==> config.mk <==
export PLATFORM = sky130hd
export DESIGN_NAME = icb_dma_master
export DESIGN_NICKNAME = d
export VERILOG_FILES = /design/src/rtl/icb_dma_master.sv
export SDC_FILE = /design/constraint.sdc
export NUM_CORES = 1
export LEC_CHECK = 0
export BUFFER_PORTS_ARGS = -buffer_cell sky130_fd_sc_hd__buf_2
export CAP_MARGIN = 20
export CORE_MARGIN = 2
export CORE_UTILIZATION = 51
export CTS_CLUSTER_SIZE = 14
export DETAILED_ROUTE_END_ITERATION = 6
export GPL_ROUTABILITY_DRIVEN = 0
export HOLD_SLACK_MARGIN = 0.02
export PLACE_DENSITY = 0.71
export SYNTH_ARGS = -nofsm -noshare
export SYNTH_HDL_FRONTEND = slang
export SYNTH_SLANG_ARGS = --single-unit
==> constraint.sdc <==
create_clock -name clk -period 4.2 [get_ports clk]
set_input_delay 0.42 -clock clk [delete_from_list [all_inputs] [get_ports clk]]
set_output_delay 0.42 -clock clk [all_outputs]
set_load 0.01 [all_outputs]
==> src/rtl/icb_dma_master.sv <==
// ICB initiator copying a block of 32-bit words in bursts of up to BURST_LEN words, one transaction outstanding.
// Optional macro ICB_DMA_ERR_ABORT_EN: an errored response ends the transfer immediately.
module icb_dma_master #(
    parameter int BURST_LEN = 8,
    parameter int LEN_W     = 13
) (
    input  logic             clk,
    input  logic             rst_n,
    input  logic             start,
    input  logic [31:0]      src_addr,
    input  logic [31:0]      dst_addr,
    input  logic [LEN_W-1:0] len,
    output logic             busy,
    output logic             done,
    output logic             err,
    output logic             icb_cmd_valid,
    input  logic             icb_cmd_ready,
    output logic             icb_cmd_read,
    output logic [31:0]      icb_cmd_addr,
    output logic [31:0]      icb_cmd_wdata,
    output logic [3:0]       icb_cmd_wmask,
    input  logic             icb_rsp_valid,
    output logic             icb_rsp_ready,
    input  logic [31:0]      icb_rsp_rdata,
    input  logic             icb_rsp_err
);

    localparam int IDX_W = $clog2(BURST_LEN);
    localparam int CNT_W = IDX_W + 1;

    typedef enum logic [2:0] {
        ST_IDLE   = 3'd0,
        ST_RD_CMD = 3'd1,
        ST_RD_RSP = 3'd2,
        ST_WR_CMD = 3'd3,
        ST_WR_RSP = 3'd4,
        ST_FIN    = 3'd5
    } state_t;

    state_t            state_r;
    state_t            state_s;
    logic [31:0]       rd_ptr_r;
    logic [31:0]       wr_ptr_r;
    logic [LEN_W-1:0]  rem_r;
    logic [CNT_W-1:0]  burst_cnt_r;
    logic [CNT_W-1:0]  fill_r;
    logic [CNT_W-1:0]  pop_idx_r;
    logic [31:0]       buf_mem_r [BURST_LEN];
    logic              err_r;
    logic              busy_r;
    logic              done_r;

    logic              cmd_hs_s;
    logic              rsp_hs_s;
    logic              abort_s;
    logic              burst_last_s;
    logic              buf_last_s;
    logic              rem_last_s;
    logic [CNT_W-1:0]  burst_sz_s;

    assign cmd_hs_s     = icb_cmd_valid & icb_cmd_ready;
    assign rsp_hs_s     = icb_rsp_valid & icb_rsp_ready;
    assign burst_last_s = (burst_cnt_r + CNT_W'(1)) == burst_sz_s;
    assign buf_last_s   = (pop_idx_r + CNT_W'(1)) == fill_r;
    assign rem_last_s   = (rem_r == LEN_W'(1));

`ifdef ICB_DMA_ERR_ABORT_EN
    assign abort_s = icb_rsp_err;
`else
    assign abort_s = 1'b0;
`endif

    // Size of the current burst: the remaining words, capped at the buffer depth
    always_comb begin
        burst_sz_s = CNT_W'(BURST_LEN);
        if (rem_r >= LEN_W'(BURST_LEN)) begin
            burst_sz_s = CNT_W'(BURST_LEN);
        end else begin
            burst_sz_s = rem_r[CNT_W-1:0];
        end
    end

    // FSM state register
    always_ff @(posedge clk or negedge rst_n) begin
        if (!rst_n) begin
            state_r <= ST_IDLE;
        end else begin
            state_r <= state_s;
        end
    end

    // Next-state logic
    always_comb begin
        state_s = state_r;
        case (state_r)
            ST_IDLE: begin
                if (start) begin
                    if (len != LEN_W'(0)) begin
                        state_s = ST_RD_CMD;
                    end else begin
                        state_s = ST_FIN;
                    end
                end else begin
                    state_s = ST_IDLE;
                end
            end
            ST_RD_CMD: begin
                if (cmd_hs_s) begin
                    state_s = ST_RD_RSP;
                end else begin
                    state_s = ST_RD_CMD;
                end
            end
            ST_RD_RSP: begin
                if (!rsp_hs_s) begin
                    state_s = ST_RD_RSP;
                end else if (abort_s) begin
                    state_s = ST_FIN;
                end else if (burst_last_s) begin
                    state_s = ST_WR_CMD;
                end else begin
                    state_s = ST_RD_CMD;
                end
            end
            ST_WR_CMD: begin
                if (cmd_hs_s) begin
                    state_s = ST_WR_RSP;
                end else begin
                    state_s = ST_WR_CMD;
                end
            end
            ST_WR_RSP: begin
                if (!rsp_hs_s) begin
                    state_s = ST_WR_RSP;
                end else if (abort_s) begin
                    state_s = ST_FIN;
                end else if (!buf_last_s) begin
                    state_s = ST_WR_CMD;
                end else if (rem_last_s) begin
                    state_s = ST_FIN;
                end else begin
                    state_s = ST_RD_CMD;
                end
            end
            ST_FIN: begin
                state_s = ST_IDLE;
            end
            default: begin
                state_s = ST_IDLE;
            end
        endcase
    end

    // ICB command/response signals decoded from registered state, pointers and buffer
    always_comb begin
        icb_cmd_valid = 1'b0;
        icb_cmd_read  = 1'b0;
        icb_cmd_addr  = 32'd0;
        icb_cmd_wdata = 32'd0;
        icb_cmd_wmask = 4'h0;
        icb_rsp_ready = 1'b0;
        case (state_r)
            ST_RD_CMD: begin
                icb_cmd_valid = 1'b1;
                icb_cmd_read  = 1'b1;
                icb_cmd_addr  = rd_ptr_r;
            end
            ST_WR_CMD: begin
                icb_cmd_valid = 1'b1;
                icb_cmd_addr  = wr_ptr_r;
                icb_cmd_wdata = buf_mem_r[pop_idx_r[IDX_W-1:0]];
                icb_cmd_wmask = 4'hF;
            end
            ST_RD_RSP, ST_WR_RSP: begin
                icb_rsp_ready = 1'b1;
            end
            default: begin
                icb_rsp_ready = 1'b0;
            end
        endcase
    end

    // Address pointers, word counters, burst buffer and sticky error
    always_ff @(posedge clk or negedge rst_n) begin
        if (!rst_n) begin
            rd_ptr_r    <= 32'd0;
            wr_ptr_r    <= 32'd0;
            rem_r       <= LEN_W'(0);
            burst_cnt_r <= CNT_W'(0);
            fill_r      <= CNT_W'(0);
            pop_idx_r   <= CNT_W'(0);
            err_r       <= 1'b0;
            for (int i = 0; i < BURST_LEN; i++) begin
                buf_mem_r[i] <= 32'd0;
            end
        end else begin
            case (state_r)
                ST_IDLE: begin
                    if (start) begin
                        err_r <= 1'b0;
                        if (len != LEN_W'(0)) begin
                            rd_ptr_r    <= src_addr;
                            wr_ptr_r    <= dst_addr;
                            rem_r       <= len;
                            burst_cnt_r <= CNT_W'(0);
                        end
                    end
                end
                ST_RD_RSP: begin
                    if (rsp_hs_s) begin
                        buf_mem_r[burst_cnt_r[IDX_W-1:0]] <= icb_rsp_rdata;
                        rd_ptr_r <= rd_ptr_r + 32'd4;
                        if (icb_rsp_err) begin
                            err_r <= 1'b1;
                        end
                        if (burst_last_s) begin
                            fill_r      <= burst_cnt_r + CNT_W'(1);
                            pop_idx_r   <= CNT_W'(0);
                            burst_cnt_r <= CNT_W'(0);
                        end else begin
                            burst_cnt_r <= burst_cnt_r + CNT_W'(1);
                        end
                    end
                end
                ST_WR_RSP: begin
                    if (rsp_hs_s) begin
                        if (icb_rsp_err) begin
                            err_r <= 1'b1;
                        end
                        // On abort the counters freeze so rem shows the words not yet written
                        if (!abort_s) begin
                            wr_ptr_r  <= wr_ptr_r + 32'd4;
                            rem_r     <= rem_r - LEN_W'(1);
                            pop_idx_r <= pop_idx_r + CNT_W'(1);
                        end
                    end
                end
                default: begin
                    err_r <= err_r;
                end
            endcase
        end
    end

    // Registered status outputs, aligned with the state they describe
    always_ff @(posedge clk or negedge rst_n) begin
        if (!rst_n) begin
            busy_r <= 1'b0;
            done_r <= 1'b0;
        end else begin
            busy_r <= (state_s == ST_RD_CMD) || (state_s == ST_RD_RSP) ||
                      (state_s == ST_WR_CMD) || (state_s == ST_WR_RSP);
            done_r <= (state_s == ST_FIN);
        end
    end

    assign busy = busy_r;
    assign done = done_r;
    assign err  = err_r;

endmodule

==> results of run 1 <==
[layout by cell type, fill, tap and decap left out, drive strengths merged, types with 15 or more instances in the layout]
master / synthesis / layout
mux4: 64 / 64
o21ai: 84 / 84
mux2i: 68 / 68
clkbuf: 42 / 54
nor3: 21 / 21
inv: 19 / 20
a21oi: 98 / 98
and3: 15 / 15
o22ai: 22 / 22
buf: 60 / 221
mux2: 260 / 260
nand2: 70 / 70
nand3: 40 / 40
nor2: 131 / 131
dfrtp: 351 / 351
[final cells by class]
class,count,area (sq um),area share
inverters,19,71.3,0.00347
clock buffers,54,1110,0.0542
clock inverters,16,210,0.0102
multi-input cells,1011,8520,0.415
flip-flops and latches,351,8790,0.428
well taps,455,569,0.0277
diodes,5,12.5,0.000609
repair buffers,222,1260,0.0613
[worst reg2reg max path, stage by stage (launching register included)]
cell,delay (ns)
dfrtp_1,0.53
and2b_1,0.32
and3_1,0.31
nand2_1,0.31
nor2_4,0.56
buf_4,0.33
mux2_2,0.35
[cells in the mapped netlist (10+ instances only)]
cell      number
nand2_1       70
nand3_1       40
buf_4         10
nand4_1       11
mux4_2        64
o22ai_1       22
a31oi_1       10
a21oi_1       98
dfrtp_1      351
mux2i_1       68
o21ai_0       81
nor2_1       131
clkbuf_1      41
buf_2         41
and3_1        15
nor3_1        17
inv_1         17
mux2_2       260
[final timing paths]
check / start / endpoint
min in group asynchronous: rst_n / rd_ptr_r[12]
setup reg to reg: state_r[0] / buf_mem_r[35]
hold reg to reg: wr_ptr_r[1] / wr_ptr_r[1]
max in group asynchronous: rst_n / buf_mem_r[60]
hold / removal: src_addr[0] / rd_ptr_r[0]
setup / recovery: pop_idx_r[0] / icb_cmd_wdata[22]
[sequential cells by signal (all words and copies together) (netlist names)]
name and cells:
buf_mem_r 256, burst_cnt_r 4, busy 1, done 1
err 1, fill_r 4, pop_idx_r 4, rd_ptr_r 32
rem_r 13, state_r 3, wr_ptr_r 32
[logic make-up after synthesis]
kind of cell,Yosys count,synth area share
xor gates and xnor gates,11,0.00542
adders and majority gates,6,0.00422
DFF,351,0.494
muxes,392,0.284
and+or+nand+nor,334,0.0913
AOI/OAI and AO/OA,268,0.0899
buffers and inverters,121,0.0310
[per-layer routing]
metal / wire (um) / track usage
met3: 2530 / 0.0363
met5: 55 / 0
met1: 19300 / 0.350
met4: 1170 / 0.0817
met2: 21500 / 0.402
[per-stage QoR]
step	std cells	hold WS, ns	area [sq um]
floorplan	1483	0.124	17800
global placement	2057	0.472	19200
detailed placement	2057	0.486	19200
CTS	2128	0.106	20500
global route	2132	0.111	20500
finish	2133	0.123	20500
[report_power, final]
| part | switching, uW | internal (uW) |
|---|---|---|
| Sequential | 1060 | 4490 |
| Combinational | 2230 | 2280 |
| Clock | 1400 | 2110 |
[timing repair]
item / 4_1_cts / 5_1_grt
hold buffers: 1 / 0
endpoints found under the hold margin: 29 / 0
setup buffers: 0 / 0
==> flow_metrics.tcl, run 1 <==
set metrics [dict create \
    status "complete, no violations" \
    whs_path_depth 2 \
    rsz0062_at_grt "no" \
    cpPeakStageDelay_ns 0.83 \
    start_util 0.516 \
    crit_fanout 31 \
    arrival_ns 2.86 \
    timing.final.max_slew_violations 0 \
    pre_cts_slack_ns 1.21 \
    startpoint_type "register" \
    dieArea_sq_um 36400 \
    place_hpwl_um 29000 \
    drt_iter0_drc 900 \
    crit_family "flip-flops" \
    worst_slack_ns 0.924 \
    core_area_sq_um 34500 \
    first_pass_iters 5 \
    hold_class "in -> reg" \
    power.density_nw_per_um2 660 \
    final_core_util 0.596 \
    wirelength_um 44500 \
    grt_usage 0.249 \
    fmax_ghz 0.305 \
    yosysWarningCount 0 \
    num_rows 68 \
    min_period_ns 3.28 \
    first_global_vias 13000 \
    die_w_um 191 \
    tightest_slew_ns 1.02 \
    p_leak_uw 0.00956 \
    nNetsFinal 1765 \
    cap_viol_max_count 0 \
    synth_top_area_frac 0.494 \
    synth_enable_flop_cells 0 \
    port_buffers 188 \
    end_kind "primary output" \
    antenna_found_initial 9 \
    r2r_slack_ns 1.37 \
    die_y_um 191 \
    wl_per_cell_um 20.9 \
    drcViolationCount 0 \
    cp_cell_sequence "buf_4, mux4_2, mux2i_1, nor2_1, buf_2" \
    n_fill_cell 2766 \
    finalSetupTns_ns 0 \
    crit_cells 5 \
    grt_pass1_wl_um 71400 \
    async_flop_share 1.00 \
    worst_clock_skew_ns 0.0167 \
    grt_overflow 0 \
    ant_nets 0 \
    cts_buffers 39 \
    finalPower_uw 13600 \
    synth_seq_cells 351 \
    viasPerCell 6.06 \
    h-tree-depth 2 \
    ios 189 \
    clkSinkCount 351 \
    layout-drive-gt1-share 0.383 \
    fin_crit_sh 0.780 \
    grt_max_degree 111 \
    crit_path_top_delay_cell "dfrtp_4" \
    yosysTopAreaCell "dfrtp_1" \
    cts_resized 0 \
    syn-num-nets 1604 \
    syn2layout_area_growth_pct 15.5 \
    cts_root_buf "clkbuf_16" \
    via_count 12900 \
    relSlewSlack 0.314 \
    final-setup-viol-count 0 \
    cts.path.max_buffers 3 \
    criticalPathCategory "reg -> out" \
    crit_required_ns 3.78 \
    clk_pin_slew_ns 0.06 \
    yosysSeqAreaShare 0.494 \
    synthFlopType "dfrtp_1" \
    worst_r2r_path_depth 6 \
    finalHoldViolations 0 \
    syn_area_per_cell_sq_um 12.0 \
    postSynthCellCount 1483 \
    path_buf_inv 2 \
    synth_area_sq_um 17800 \
    synth.distinct_cells 65 \
    synthTopCellsByArea "dfrtp_1 49%, mux2_2 16%, mux4_2 8.1%, mux2i_1 3.8%, nor2_1 2.8%" \
    worst_skew_pair.late_latency_ns 0.54 \
    ir_drop_mv 0.372 \
    cts_tree "built" \
]
No activity file was read; power rests on OpenSTA's default activity.
==> run 2, diff against run 1 <==
Clock period 4.2 ns to 3.3 ns, I/O delays scaled along.
==> run 2 against run 1 <==
Global-route usage down 0.44 points. Worst hold slack worse by 0.075 ns. Largest cell class unchanged. Combinational power up 29%. Critical endpoint is now icb_cmd_wdata[20]. Sequential share of layout area down 0.065 points. Sequential power up 26%. Clock skew up 0.011 ns. Final area up 0.15%. Critical path type unchanged. Wire length down 1.9%. Power up 26%. Non-clock buffer count unchanged. Sequential cell count unchanged. Clock power up 23%.
==> flow_metrics.tcl, run 2 (same netlist as run 1, synthesis figures left out) <==
set metrics [dict create \
    arrival_ns 2.64 \
    final-setup-viol-count 0 \
    start_util 0.516 \
    status "complete, no violations" \
    fin_crit_sh 0.899 \
    wl_per_cell_um 20.5 \
    endpoint "icb_cmd_wdata[20]" \
    die_y_um 191 \
    finalPower_uw 17100 \
    end_kind "primary output" \
    port_buffers 188 \
    first_pass_iters 7 \
    die_w_um 191 \
    cts_buffers 39 \
    ios 189 \
    final_core_util 0.597 \
    cts_root_buf "clkbuf_16" \
    largest_reg_flops 256 \
    internal-power_uw 11200 \
    drt_iter0_drc 1053 \
    timing.final.max_slew_violations 0 \
    cts_tree "built" \
    finalHoldViolations 0 \
    power_frac_comb 0.341 \
    criticalPathCategory "reg -> out" \
    hold_class "in -> reg" \
    ant_nets 0 \
    clkSinkCount 351 \
    clkPwrFrac 0.251 \
    ir_drop_mv 0.506 \
    cts_resized 0 \
    cts.path.max_buffers 3 \
    reg2reg_from "state_r[0]" \
    place_hpwl_um 28500 \
    dieArea_sq_um 36400 \
    rsz0062_at_grt "no" \
    final_cell_mix "348 x dfrtp_1, 260 x mux2_2, 187 x buf_2" \
    min_period_ns 2.97 \
    swShare 0.344 \
    timing.rr.end "buf_mem_r[189]" \
    nNetsFinal 1765 \
    max_flop_register "buf_mem_r" \
    clk_pin_slew_ns 0.05 \
    wirelength_um 43600 \
    relSlewSlack 0.483 \
    min_from "src_addr[1]" \
    core_area_sq_um 34500 \
    grt_usage 0.245 \
    reg_top3 "buf_mem_r x256, rd_ptr_r x32, wr_ptr_r x32" \
    worst_slack_ns 0.332 \
    grt_overflow 0 \
    fmax_ghz 0.337 \
    power.density_nw_per_um2 832 \
    num_rows 68 \
    r2r_slack_ns 0.64 \
    p_leak_uw 0.00955 \
    cts_setup_buffers 0 \
    drcViolationCount 0 \
    cp-startpoint "state_r[1]" \
    crit_fanout 45 \
    tightest_slew_ns 0.776 \
    crit_required_ns 2.97 \
    cap_viol_max_count 0 \
    first_global_vias 12800 \
    p_sw_uw 5880 \
    grt_max_degree 91 \
    layout-drive-gt1-share 0.383 \
    mostFrequentLayoutCell "dfrtp_1" \
    startpoint_type "register" \
    worst_clock_skew_ns 0.0278 \
    antenna_found_initial 6 \
    via_count 12800 \
    worst_r2r_path_depth 6 \
    h-tree-depth 2 \
    viasPerCell 6.03 \
    grt_pass1_wl_um 70300 \
    pre_cts_slack_ns 0.612 \
    finalSetupTns_ns 0 \
    power_frac_seq 0.408 \
    syn2layout_area_growth_pct 15.7 \
    worst_skew_pair.late_latency_ns 0.53 \
]
==> run 2: final cells by class <==
class,instances,area [sq um]
Fill cell,2829,13900
Sequential cell,351,8790
Multi-Input combinational cell,1011,8520
Timing Repair Buffer,222,1330
Clock buffer,55,1180
Tap cell,455,569
Clock inverter,11,109
Inverter,19,71.3
Antenna cell,4,10.0
==> run 2: how the worst min path moves through the flow <==
stage / cells past startpoint / endpoint / slack (ns)
6_report: 2 / rd_ptr_r[1] / 0.05
5_1_grt: 2 / rd_ptr_r[1] / 0.03
4_1_cts: 2 / rd_ptr_r[0] / 0.03
3_5_place_dp: 1 / rd_ptr_r[9] / 0.41
3_3_place_gp: 1 / rd_ptr_r[9] / 0.42
2_1_floorplan: 0 / buf_mem_r[0] / 0.03
==> run 2: stage by stage <==
stage / cells / area [sq um] / hold WS (ns)
global route: 2128 / 20600 / 0.0337
floorplan: 1483 / 17800 / 0.0344
finish: 2128 / 20600 / 0.0489
detailed placement: 2056 / 19200 / 0.415
CTS: 2123 / 20500 / 0.0317
global placement: 2056 / 19200 / 0.417
==> run 2: power groups by stage <==
| stage | clock, uW | sequential, uW | combinational [uW] |
|---|---|---|---|
| floorplan | 0 | 6480 | 4530 |
| global placement | 0 | 6940 | 5670 |
| detailed placement | 0 | 7020 | 5810 |
| CTS | 4380 | 6960 | 5840 |
| global route | 4570 | 7180 | 6430 |
| finish | 4300 | 6980 | 5830 |
==> run 2: critical path, cell delays in order, from the launching register on <==
cell and delay [ns]:
dfrtp_2 0.39, buf_4 0.55, nand2_2 0.50, buf_4 0.34, nor2_1 0.14, buf_2 0.15
==> run 2: routing by layer <==
metal  GRT usage  wire [um]  vias up
li1            -          -     5797
met1       0.336      18400     6498
met2       0.401      21200      449
met3      0.0442       2940       94
met4      0.0722       1120        4
met5           0         27        -
==> run 2: repair_timing <==
action / 4_1_cts / 5_1_grt
endpoints found under the hold margin: 85 / 0
hold buffers: 1 / 0
endpoints found under the setup margin: 0 / 0
